$ cat src/rtl/scaler_h_ctrl_pkg.sv
// Shared constants and FSM encoding for the horizontal scaler step controller.
package scaler_h_ctrl_pkg;

   localparam int unsigned SCALER_STEP_ONE  = 4096;
   localparam int unsigned SCALER_FRAC_BITS = 12;
   localparam int unsigned SCALER_DIV_BITS  = 28;

   typedef enum logic [1:0] {
      ST_IDLE = 2'd0,
      ST_DIV  = 2'd1,
      ST_PEND = 2'd2
   } state_e;

endpackage

$ cat src/rtl/scaler_h_ctrl_div.sv
// Bit-serial restoring divider: 28-bit dividend / 16-bit divisor, one quotient bit per clock.
module scaler_step_div
   import scaler_h_ctrl_pkg::*;
(
   input  logic                       clk,
   input  logic                       rst,
   input  logic                       start_i,
   input  logic [SCALER_DIV_BITS-1:0] dividend_i,
   input  logic [15:0]                divisor_i,
   output logic                       done_o,
   output logic [SCALER_DIV_BITS-1:0] quotient_o
);

   logic [15:0]                rem_q, rem_d;
   logic [SCALER_DIV_BITS-1:0] quo_q, quo_d;
   logic [15:0]                dvs_q;
   logic [4:0]                 cnt_q;
   logic                       run_q;
   logic                       done_q;
   logic                       load;

   logic [15:0]                rem_in;
   logic [SCALER_DIV_BITS-1:0] quo_in;
   logic [15:0]                dvs_in;
   logic [16:0]                trial;

   assign load = start_i & ~run_q;

   // The first quotient bit is produced on the start edge, so 28 bits take 28 edges.
   always_comb begin
      rem_in = load ? 16'd0      : rem_q;
      quo_in = load ? dividend_i : quo_q;
      dvs_in = load ? divisor_i  : dvs_q;
      trial  = {rem_in, quo_in[SCALER_DIV_BITS-1]};
      rem_d  = trial[15:0];
      quo_d  = {quo_in[SCALER_DIV_BITS-2:0], 1'b0};
      if (trial >= {1'b0, dvs_in}) begin
         rem_d  = trial[15:0] - dvs_in;
         quo_d  = {quo_in[SCALER_DIV_BITS-2:0], 1'b1};
      end
   end

   always_ff @(posedge clk) begin
      if (rst) begin
         rem_q  <= '0;
         quo_q  <= '0;
         dvs_q  <= '0;
         cnt_q  <= '0;
         run_q  <= 1'b0;
         done_q <= 1'b0;
      end else begin
         done_q <= 1'b0;
         if (load) begin
            rem_q <= rem_d;
            quo_q <= quo_d;
            dvs_q <= divisor_i;
            cnt_q <= 5'(SCALER_DIV_BITS - 1);
            run_q <= 1'b1;
         end else if (run_q) begin
            rem_q <= rem_d;
            quo_q <= quo_d;
            cnt_q <= cnt_q - 5'd1;
            if (cnt_q == 5'd1) begin
               run_q  <= 1'b0;
               done_q <= 1'b1;
            end
         end
      end
   end

   assign done_o     = done_q;
   assign quotient_o = quo_q;

endmodule

$ cat src/rtl/scaler_h_ctrl.sv
// Horizontal scaler step controller: computes the 4.12 step, holds it until a frame
// boundary, and checks the scaler's reported line length against the applied width.
//
//   state   | meaning
//   --------+----------------------------------------------------
//   IDLE    | no request in flight; length check active on vs
//   DIV     | divider running on latched widths
//   PEND    | step computed, waiting for next vs rising edge
module scaler_h_ctrl
   import scaler_h_ctrl_pkg::*;
#(
   parameter int unsigned STEP_CORD_I = SCALER_STEP_ONE,
   parameter int unsigned FRAC_BITS   = SCALER_FRAC_BITS
)(
   input  logic        clk,
   input  logic        rst,
   input  logic        cfg_wr,
   input  logic [15:0] cfg_width_i,
   input  logic [15:0] cfg_width_o,
   input  logic        vs_i,
   input  logic [15:0] pix_count_i,
   output logic [15:0] step_cord_o,
   output logic        busy_o,
   output logic        pend_o,
   output logic        cfg_err_o,
   output logic        len_err_o
);

   state_e      state_q, state_d;
   logic        vs_q;
   logic [15:0] pend_step_q, pend_step_d;
   logic [15:0] pend_wo_q, pend_wo_d;
   logic [15:0] step_q, step_d;
   logic [15:0] applied_wo_q, applied_wo_d;
   logic        armed_q, armed_d;
   logic        cfg_err_q, cfg_err_d;
   logic        len_err_q, len_err_d;

   logic                       vs_edge;
   logic                       zero_req;
   logic                       div_start;
   logic                       div_done;
   logic [SCALER_DIV_BITS-1:0] div_quo;
   logic [SCALER_DIV_BITS-1:0] dividend;

   assign vs_edge  = vs_i & ~vs_q;
   assign zero_req = (cfg_width_i == 16'd0) || (cfg_width_o == 16'd0);
   assign dividend = SCALER_DIV_BITS'(cfg_width_i) << FRAC_BITS;

   scaler_step_div u_div (
      .clk        (clk),
      .rst        (rst),
      .start_i    (div_start),
      .dividend_i (dividend),
      .divisor_i  (cfg_width_o),
      .done_o     (div_done),
      .quotient_o (div_quo)
   );

   always_comb begin
      state_d      = state_q;
      pend_step_d  = pend_step_q;
      pend_wo_d    = pend_wo_q;
      step_d       = step_q;
      applied_wo_d = applied_wo_q;
      armed_d      = armed_q;
      cfg_err_d    = cfg_err_q;
      len_err_d    = len_err_q;
      div_start    = 1'b0;

      case (state_q)
         ST_IDLE, ST_PEND: begin
            if (cfg_wr) begin
               cfg_err_d = 1'b0;
               len_err_d = 1'b0;
               if (zero_req) begin
                  cfg_err_d = 1'b1;
                  state_d   = ST_IDLE;
               end else begin
                  pend_wo_d = cfg_width_o;
                  div_start = 1'b1;
                  state_d   = ST_DIV;
               end
            end else if (vs_edge && state_q == ST_PEND) begin
               step_d       = pend_step_q;
               applied_wo_d = pend_wo_q;
               armed_d      = 1'b0;
               state_d      = ST_IDLE;
            end else if (vs_edge && applied_wo_q != 16'd0) begin
               // First frame after an apply only arms the check.
               if (armed_q && pix_count_i != applied_wo_q)
                  len_err_d = 1'b1;
               armed_d = 1'b1;
            end
         end
         ST_DIV: begin
            if (div_done) begin
               if (div_quo[SCALER_DIV_BITS-1:16] != '0) begin
                  cfg_err_d = 1'b1;
                  state_d   = ST_IDLE;
               end else begin
                  pend_step_d = div_quo[15:0];
                  state_d     = ST_PEND;
               end
            end
         end
         default: state_d = ST_IDLE;
      endcase
   end

   always_ff @(posedge clk) begin
      if (rst) begin
         state_q      <= ST_IDLE;
         vs_q         <= 1'b0;
         pend_step_q  <= '0;
         pend_wo_q    <= '0;
         step_q       <= 16'(STEP_CORD_I);
         applied_wo_q <= '0;
         armed_q      <= 1'b0;
         cfg_err_q    <= 1'b0;
         len_err_q    <= 1'b0;
      end else begin
         state_q      <= state_d;
         vs_q         <= vs_i;
         pend_step_q  <= pend_step_d;
         pend_wo_q    <= pend_wo_d;
         step_q       <= step_d;
         applied_wo_q <= applied_wo_d;
         armed_q      <= armed_d;
         cfg_err_q    <= cfg_err_d;
         len_err_q    <= len_err_d;
      end
   end

   assign step_cord_o = step_q;
   assign busy_o      = (state_q == ST_DIV);
   assign pend_o      = (state_q == ST_PEND);
   assign cfg_err_o   = cfg_err_q;
   assign len_err_o   = len_err_q;

endmodule

$ cat config.mk
export PLATFORM = sky130hd
export DESIGN_NAME = scaler_h_ctrl
export DESIGN_NICKNAME = d
export VERILOG_FILES = /design/src/rtl/scaler_h_ctrl_pkg.sv /design/src/rtl/scaler_h_ctrl_div.sv /design/src/rtl/scaler_h_ctrl.sv
export SDC_FILE = /design/constraint.sdc
export NUM_CORES = 1
export LEC_CHECK = 0
export ABC_AREA = 1
export CAP_MARGIN = 5
export CELL_PAD_IN_SITES_DETAIL_PLACEMENT = 1
export CELL_PAD_IN_SITES_GLOBAL_PLACEMENT = 2
export CORE_MARGIN = 4
export CORE_UTILIZATION = 25
export DETAILED_ROUTE_END_ITERATION = 7
export PLACE_DENSITY = 0.66
export SETUP_SLACK_MARGIN = 0.3
export SLEW_MARGIN = 20
export SYNTH_ARGS = -nofsm -noshare
export SYNTH_HDL_FRONTEND = slang
export SYNTH_HIERARCHICAL = 1
export SYNTH_SLANG_ARGS = --single-unit
$ cat constraint.sdc
create_clock -name clk -period 8.8 [get_ports clk]
set_input_delay 2.2 -clock clk [delete_from_list [all_inputs] [get_ports clk]]
set_output_delay 2.2 -clock clk [all_outputs]
set_load 0.02 [all_outputs]
# Yosys cells after proc, flatten, opt, wreduce, memory -nomap -nowiden
# Cells that the tools add are included.
[op_classes]
n_addsub = 2
order_cmp = 1
n_eq_ne = 9
mux = 35
bitwise_logic = 7
reduce_logical = 24
[ops]
columns = ["cell", "n"]
rows = [
  ["$mux W28", 3],
  ["$mux W16", 5],
  ["$logic_not A16 Y1", 2],
  ["$mux W1", 19],
  ["$ge A17 B16 Y1", 1],
  ["$ne A16 B16 Y1", 1],
  ["$reduce_bool A16 Y1", 1],
  ["$sub A16 B16 Y16", 1],
  ["$reduce_and A3 Y1", 4],
  ["$reduce_bool A12 Y1", 1],
  ["$mux W5", 2],
  ["$reduce_bool A2 Y1", 5],
  ["$mux W2", 4],
  ["$reduce_and A4 Y1", 2],
  ["$eq A5 B1 Y1 const B", 1],
  ["$not A1 Y1", 5],
  ["$sub A5 B1 Y5 const B", 1],
  ["$ne A2 B1 Y1 const B", 2],
  ["$ne A2 B2 Y1 const B", 2],
  ["$pmux W2 S2", 1],
  ["$reduce_or A2 Y1", 2],
  ["$logic_and A1 B1 Y1", 3],
  ["$ne A3 B3 Y1 const B", 1],
  ["$reduce_or A3 Y1", 1],
  ["other kinds (7)", 8],
]
[totals]
ff_bits = 137
out_inout_bits = 20

# Depth between registers and ports, before layout
# Gate-level depths: netlist (run 1).
[depth]
word_depth = 11
ltp_mapped = 27
depth_no_buf = 24

# By module
# The synthesis (run 1) kept the hierarchy.
[modules_own_cells]
columns = ["module", "instances", "cells_per_inst", "area_each_um2"]
rows = [
  ["scaler_step_div", 1, 653, 4124.0],
  ["scaler_h_ctrl", 1, 444, 3081.7],
]

# Worst setup path after synthesis (run 1)
# No wires, ideal clock.
[synth_timing]
path_kind = "in2reg"
startpoint = "in cfg_width_i[15]"
endpoint = "reg u_div.rem_q[6]"
setup_time_ns = 0.109
arrival_ns = 4.950
t_required_ns = 8.691
slack_ns = 3.740
stages = 25
path_cell_list = "nor2_1 -> nand2_1 -> nor2_1 -> nand2_1 -> nand3_2 -> inv_2 -> buf_6 -> nand2_1 -> buf_2 -> buf_2 -> mux2i_1 -> ha_1 -> nand2_1 -> inv_1 -> nand2_1 -> nand2_1 -> inv_1 -> nand3_1 -> nand2_2 -> nand2_4 -> buf_6 -> nand2_1 -> nand3_1 -> nand2_1 -> inv_1"
[synth_between]
elab_chain_len = 11
[synth_lines]
columns = ["item", "line", "text"]
rows = [
  ["from (decl)", "scaler_h_ctrl.sv:18", "input logic [15:0] cfg_width_i,"],
  ["$logic_not A16 Y1 *", "scaler_h_ctrl.sv:47", "assign zero_req = (cfg_width_i == 16'd0) || (cfg_width_o == 16'd0);"],
  ["$logic_or A1 B1 Y1 *", "scaler_h_ctrl.sv:47", ""],
  ["$mux W1 *", "scaler_h_ctrl.sv:76", "if (zero_req) begin"],
  ["$mux W1 *", "scaler_h_ctrl.sv:73", "if (cfg_wr) begin"],
  ["$mux W1 *", "scaler_h_ctrl.sv:71", "case (state_q)"],
  ["named net div_start", "scaler_h_ctrl.sv:41", "logic div_start;"],
  ["$and A1 B1 Y1 *", "scaler_h_ctrl_div.sv:27", "assign load = start_i & ~run_q;"],
  ["$mux W28 (tied with other cells)", "scaler_h_ctrl_div.sv:32", "quo_in = load ? dividend_i : quo_q;"],
  ["$sub A16 B16 Y16 or $ge A17 B16 Y1 (tied branches)", "scaler_h_ctrl_div.sv:38, scaler_h_ctrl_div.sv:37", ""],
  ["$mux W16", "scaler_h_ctrl_div.sv:37", "if (trial >= {1'b0, dvs_in}) begin"],
  ["$mux W16", "scaler_h_ctrl_div.sv:59", "end else if (run_q) begin"],
  ["$mux W16", "scaler_h_ctrl_div.sv:53", "if (load) begin"],
  ["to (signal assigned)", "scaler_h_ctrl_div.sv:54", "rem_q <= rem_d;"],
  ["to (signal assigned)", "scaler_h_ctrl_div.sv:60", "rem_q <= rem_d;"],
  ["to (decl)", "scaler_h_ctrl_div.sv:14", "logic [15:0] rem_q, rem_d;"],
]
# Mark *: on every way through the listed nets, which the timed path passes. The rest lies on a longest branch. The select of a mux whose other input is x is not followed.
# A chain may end at the register's enable or synchronous reset.

# Final worst setup path (run 1)
[layout_timing]
startpoint = "in cfg_width_i[15]"
endpoint = "reg u_div.rem_q[12]"
[layout_between]
elab_chain_len = 11
[layout_lines]
columns = ["item", "line"]
rows = [
  ["$logic_not A16 Y1", "scaler_h_ctrl.sv:47"],
  ["$logic_or A1 B1 Y1", "scaler_h_ctrl.sv:47"],
  ["$mux W1", "scaler_h_ctrl.sv:76"],
  ["$mux W1", "scaler_h_ctrl.sv:73"],
  ["$mux W1", "scaler_h_ctrl.sv:71"],
  ["$and A1 B1 Y1", "scaler_h_ctrl_div.sv:27"],
  ["$mux W28 (tied with other cells)", "scaler_h_ctrl_div.sv:32"],
  ["$sub A16 B16 Y16 or $ge A17 B16 Y1 (tied branches)", "scaler_h_ctrl_div.sv:38, scaler_h_ctrl_div.sv:37"],
  ["$mux W16", "scaler_h_ctrl_div.sv:37"],
  ["$mux W16", "scaler_h_ctrl_div.sv:59"],
  ["$mux W16", "scaler_h_ctrl_div.sv:53"],
]
# Parallel ways exist; a longest one is shown, timed or not. The select of a mux whose other input is x is not followed.

==> impl_metrics.py, run 1 <==
metrics = {
    "clocking": {
        "cts_tree": "built",
        "cts_hold_buf": 0,
        "clock-sinks": 137,
        "max-clock-path-buffers": 2,
        "clockRootBuffer": "clkbuf_16",
        "cts_setup_buffers": 0,
        "numCtsBuffers": 17,
        "cts_resized": 0,
        "clock_latency_ns": 0.43,
        "cts_htree_levels": 4,
        "clkTransAtPathRegs_ns": 0.07,
    },
    "logic_synthesis": {
        "syn_area_per_cell_sq_um": 6.57,
        "ys_async_sr_fraction_pct": 0,
        "yosysSeqAreaShare_pct": 38.1,
        "yosysUniqueCellTypes": 38,
        "ys_ff_latch": 137,
        "netlist_area_sq_mm": 0.00721,
        "syn_inst": 1097,
        "synthFlopType": "dfxtp_1",
        "yosys_warnings": 6,
        "synth-edff-count": 0,
    },
    "setup_path": {
        "r2r_start": "state_q[0]$_SDFFE_PP0P_",
        "r2r_cells": 16,
        "crit_fanout": 20,
        "crit_arrival_ns": 7.03,
        "cp_slowest_stage_delay_ns": 0.79,
        "slowest_stage": "mux2i_1",
        "r2r_setup_slack_ns": 4.18,
        "startpoint_type": "input port",
        "critical_path.cell_chain": "clkdlybuf4s50_1 > nor2_1 > nand2_1 > nor2_1 > nand2_1 > nand3_2 > inv_2 > nand2_1 > mux2i_1 > ha_1 > nand2_1 > nor2_1 > nand3_1 > nand3_1 > nand2_2 > nand2_4 > nand2_1 > nand3_1 > nand2_1 > inv_1",
        "cp-end-kind": "flop",
        "setup.worst_path.start": "cfg_width_i[15]",
        "cp_common_cell": "nand2_1",
        "critPathCapture": "u_div/rem_q[12]$_SDFFE_PP0P_",
        "reg2reg_to": "u_div/rem_q[12]$_SDFFE_PP0P_",
        "critPathKind": "in2reg",
        "required_ns": 9.12,
    },
    "floorplanning": {
        "die_area_sq_mm": 0.0316,
        "start_util_pct": 25.7,
        "core_sq_mm": 0.0281,
        "die_h_um": 178,
        "pin_count": 72,
        "die_w_um": 178,
        "num_rows": 61,
    },
    "power_and_ir_drop": {
        "ir_drop_mv": 0.140,
        "power_density_mw_per_mm2": 227,
        "leakage_uw": 0.00413,
    },
    "final_layout": {
        "final_net_count": 1230,
        "diodes": 0,
        "drive_gt1_share_pct": 5.29,
        "instances_no_fill": 1550,
        "area_growth_pct": 22.8,
        "final_cell_mix": "nand2_1 (321), inv_1 (184), dfxtp_1 (137), nor2_1 (97), a21oi_1 (92)",
        "layout_commonest_cell": "nand2_1",
    },
    "grt": {
        "groute.usage.overall_pct": 14.3,
        "antenna_found_initial": 2,
        "grt_overflow": 0,
        "grt_pass1_vias": 6585,
        "grt_max_degree": 58,
        "grt_pass1_wl_um": 35600,
    },
    "route": {
        "drc": 0,
        "drt_iter0_markers": 360,
        "wl_per_cell_um": 14.3,
        "drtPass1Iterations": 4,
        "route.antenna.remaining_nets": 0,
        "vias": 6668,
        "viasPerCell": 4.30,
        "wl_um": 22200,
    },
    "run_status": {
        "status": "completed",
    },
    "flow_run": {
        "maxCapViolCount": 0,
    },
    "sta": {
        "setup_tns_ns": 0,
        "rsz0062_at_grt": "false",
        "hold_viol_final": 0,
        "min_period_over_period_pct": 76.2,
        "fin_crit_ns": 6.71,
        "final-setup-viol-count": 0,
        "relSlewSlack_pct": 26.3,
        "clock_skew_ns": 0.0205,
        "tightest_slew_ns": 1.10,
        "fmaxAchievable_mhz": 149,
        "slew_violations": 0,
    },
    "placed_design": {
        "dp.cells": 1518,
        "numPortBuffers": 71,
        "gp_congestion": 0.815,
        "dp_hpwl_um": 16600,
    },
    "worst_hold_path": {
        "min_path_type": "reg2reg",
    },
}
## how the worst min path moves through the flow
stage                                      startpoint                           to  slack [ns]  depth (start not counted)
after floorplan                  armed_q$_SDFFE_PP0P_         armed_q$_SDFFE_PP0P_        0.43                          2
after global placement           armed_q$_SDFFE_PP0P_         armed_q$_SDFFE_PP0P_        0.44                          2
after detailed placement  pend_step_q[8]$_SDFFE_PP0P_  pend_step_q[8]$_SDFFE_PP0P_        0.45                          2
after CTS                 pend_step_q[8]$_SDFFE_PP0P_  pend_step_q[8]$_SDFFE_PP0P_        0.46                          2
after global routing      pend_step_q[9]$_SDFFE_PP0P_  step_cord_o[9]$_SDFFE_PP0P_        0.48                          2
final                          len_err_o$_SDFFE_PP0P_       len_err_o$_SDFFE_PP0P_        0.45                          2
## state kept, by name, summed over array words and instances (netlist names)
signal            count
state_q               2
u_div/run_q           1
u_div/dvs_q          16
armed_q               1
cfg_err_o             1
pend_wo_q            16
u_div/cnt_q           5
u_div/rem_q          16
step_cord_o          16
applied_wo_q         16
pend_step_q          16
u_div/quotient_o     28
u_div/done_o          1
len_err_o             1
vs_q                  1
## cell usage after synthesis (5+ instances only)
cell,number,area (sq um)
nand2_1,321,1200
buf_2,11,55.1
inv_2,6,22.5
a21oi_1,92,460
inv_1,186,698
nor3_1,7,35.0
o21ai_1,21,105
nor2_1,99,372
mux2i_1,15,150
o21ai_0,34,170
clkbuf_1,21,78.8
buf_6,7,78.8
nand4_1,5,31.3
buf_1,5,18.8
nand3_1,59,295
o221ai_1,8,70.1
dfxtp_1,137,2740
o211ai_1,9,67.6
ha_1,18,225
xor2_1,6,52.6
## final cells by class
type	instances	area (sq um)
clock buffer	17	425
clock inverter	15	178
fill	3597	19200
inverter	192	721
multi-input combinational	735	3570
sequential	137	2740
tap	378	473
timing repair buffer	76	743
## cell families after synthesis
kind of cell               Yosys count  share of synthesized area, %
other                                1                        0.0520
muxes                               15                          2.08
AOI/OAI and AO/OA                  170                          12.8
buffers and inverters              236                          13.2
DFF                                137                          38.1
xor gates and xnor gates             7                         0.851
adders and majority gates           19                          3.40
and+or+nand+nor                    512                          29.5
## worst max-delay path: cells and delay by family
family                   cells  cell delay (ns)
multiplexers                 1             0.79
adder cells (fa/ha/maj)      1             0.38
buffers and inverters        3             0.99
AND/OR/NAND/NOR             15             2.64
## per-stage QoR
stage / hold WS, ns / util, % / setup WS (ns) / power, uW / instance area, sq um
final: 0.454 / 31.5 / 2.09 / 2010 / 8850
after global routing: 0.478 / 31.5 / 1.69 / 2160 / 8850
after floorplan: 0.426 / - / 3.74 / 1110 / 7250
after detailed placement: 0.447 / 29.4 / 1.58 / 1300 / 8250
after global placement: 0.438 / 29.4 / 1.59 / 1300 / 8250
after CTS: 0.458 / 31.5 / 2.03 / 2050 / 8850
## per-layer routing
metal	wire, um	global-route usage (%)	vias to the layer above
met4	268	3.61	4
met1	11200	19.6	3046
met3	645	2.79	20
met5	30	0	-
li1	-	-	3532
met2	10100	23.3	66
## where the power goes
group	leakage (uW)	internal, uW	switching, uW	total, uW
Clock	0.000290	407	327	734
Combinational	0.00272	197	396	593
Sequential	0.00112	663	20.4	683
Note: power is estimated with default switching activity, not from simulation.
==> run 2: changes to the inputs <==
- clock period: 8.8 -> 6.37 ns (I/O delays scaled with it)
==> run 2 against run 1 <==
  * Sequential cell count is the same
  * Global-route usage increased by 0.15 points
  * First-iteration DRC count down 25%
  * Non-clock buffer count increased by 12
  * Setup slack got worse by 0.75 ns
  * Sequential share of layout area down 0.49 points
  * Clock power rose by 47%
  * Utilization grew 0.50 points
  * Via count is 0.37% higher
  * Critical endpoint is now u_div/rem_q[8]$_SDFFE_PP0P_
  * Largest cell class unchanged
  * Highest routed layer unchanged
==> impl_metrics.py, run 2 (synthesis gave the netlist of run 1 again) <==
metrics = {
    "route": {
        "vias": 6693,
        "wl_um": 22400,
        "wl_per_cell_um": 14.3,
        "drc": 0,
        "viasPerCell": 4.28,
        "drtPass1Iterations": 4,
        "route.antenna.remaining_nets": 0,
        "drt_iter0_markers": 270,
    },
    "floorplanning": {
        "pin_count": 72,
        "core_sq_mm": 0.0281,
        "die_w_um": 178,
        "num_rows": 61,
        "die_area_sq_mm": 0.0316,
        "start_util_pct": 25.7,
        "die_h_um": 178,
    },
    "worst_hold_path": {
        "min_path_type": "reg2reg",
    },
    "power_and_ir_drop": {
        "swShare_pct": 35.6,
        "ir_drop_mv": 0.160,
        "power_density_mw_per_mm2": 318,
        "seq_power_share_pct": 33.0,
        "leakage_uw": 0.00422,
        "clockPowerShare_pct": 37.8,
        "p_comb_share_pct": 29.2,
        "p_int_uw": 1840,
        "p_switching_uw": 1020,
    },
    "final_layout": {
        "area_growth_pct": 24.8,
        "multi_input_area_sq_mm": 0.00356,
        "largest_reg_flops": 28,
        "nFillCells": 3578,
        "final_net_count": 1242,
        "diodes": 0,
        "regArea_sq_mm": 0.00274,
        "final_cell_mix": "nand2_1 (321), inv_1 (185), dfxtp_1 (137), nor2_1 (97), a21oi_1 (92)",
        "drive_gt1_share_pct": 6.25,
        "layout_commonest_cell": "nand2_1",
    },
    "grt": {
        "antenna_found_initial": 1,
        "groute.usage.overall_pct": 14.5,
        "grt_pass1_wl_um": 36200,
        "grt_overflow": 0,
        "grt_pass1_vias": 6723,
        "grt_max_degree": 58,
    },
    "clocking": {
        "clockRootBuffer": "clkbuf_16",
        "cts_tree": "built",
        "clkTransAtPathRegs_ns": 0.07,
        "max-clock-path-buffers": 2,
        "numCtsBuffers": 17,
        "cts_hold_buf": 0,
        "clock_latency_ns": 0.42,
        "cts_htree_levels": 4,
        "cts_resized": 0,
        "cts_setup_buffers": 0,
        "clock-sinks": 137,
    },
    "setup_path": {
        "crit_fanout": 13,
        "crit_arrival_ns": 5.39,
        "startpoint_type": "input port",
        "critPathKind": "in2reg",
        "cp-end-kind": "flop",
        "required_ns": 6.74,
    },
    "sta": {
        "min_period_over_period_pct": 78.9,
        "final-setup-viol-count": 0,
        "tightest_slew_ns": 0.737,
        "slew_violations": 0,
        "rsz0062_at_grt": "false",
        "timing.final.ws_setup_ns": 1.35,
        "relSlewSlack_pct": 50.8,
        "fmaxAchievable_mhz": 199,
        "clock_skew_ns": 0.00925,
        "setup_tns_ns": 0,
        "hold_viol_final": 0,
        "fin_crit_ns": 5.02,
    },
    "placed_design": {
        "gp_congestion": 0.796,
        "dp_hpwl_um": 16900,
        "pre_cts_slack_ns": 0.838,
        "numPortBuffers": 71,
    },
    "run_status": {
        "status": "completed",
    },
    "flow_run": {
        "maxCapViolCount": 0,
    },
}
## run 2: final timing paths
path	startpoint	end	slack, ns	depth (start not counted)
setup / recovery	cfg_width_o[2]	u_div/rem_q[8]$_SDFFE_PP0P_	1.35	23
hold / removal	armed_q$_SDFFE_PP0P_	armed_q$_SDFFE_PP0P_	0.45	2
setup reg to reg	state_q[0]$_SDFFE_PP0P_	u_div/rem_q[8]$_SDFFE_PP0P_	2.83	19
hold reg to reg	armed_q$_SDFFE_PP0P_	armed_q$_SDFFE_PP0P_	0.45	2
## run 2: power by group through the flow
stage          logic, uW  clock network, uW  registers [uW]
6_report             836               1080             944
5_1_grt              952               1150             951
4_1_cts              854               1120             945
3_5_place_dp         850                  0             964
3_3_place_gp         849                  0             963
2_1_floorplan        581                  0             956
## run 2: area by class of cell
cell class / instances / share of cell area [%]
inverters: 192 / 8.02
repair buffers: 88 / 9.41
clock inverters: 15 / 2.46
flip-flops and latches: 137 / 30.5
multi-input cells: 735 / 39.6
clock buffers: 17 / 4.73
well taps: 378 / 5.26
## run 2: layer usage
layer	track usage [%]	vias up	share of wire (%)
li1	-	3554	-
met1	20.2	3046	50
met2	23.5	78	46
met3	2.30	13	3.4
met4	3.48	2	0.83
met5	0	-	0.049
## run 2: through the flow
stage                     util, %  instances  power (uW)  instance area (sq um)  hold slack (ns)
final                        32.0       1562        2860                   8990            0.450
after global routing         32.0       1562        3060                   8990            0.467
after CTS                    32.0       1562        2910                   8990            0.454
after detailed placement     29.7       1530        1810                   8340            0.444
after global placement       29.7       1530        1810                   8340            0.438
after floorplan                 -       1108        1540                   7250            0.426
## run 2: worst max-delay path: stages
cell and delay (ns):
clkdlybuf4s50_1 0.61, nor2_1 0.08, nand2_1 0.07, nor2_1 0.04
nand2_1 0.09, nand3_2 0.08, inv_2 0.14, nand2_1 0.18
buf_12 0.22, buf_4 0.17, o21ai_0 0.50, inv_1 0.12
ha_1 0.22, inv_1 0.14, fa_1 0.28, nand3_1 0.10
nand3_1 0.16, a21oi_1 0.11, xnor2_1 0.24, nand2_1 0.08
nand3_1 0.07, nand2_1 0.05, inv_1 0.04
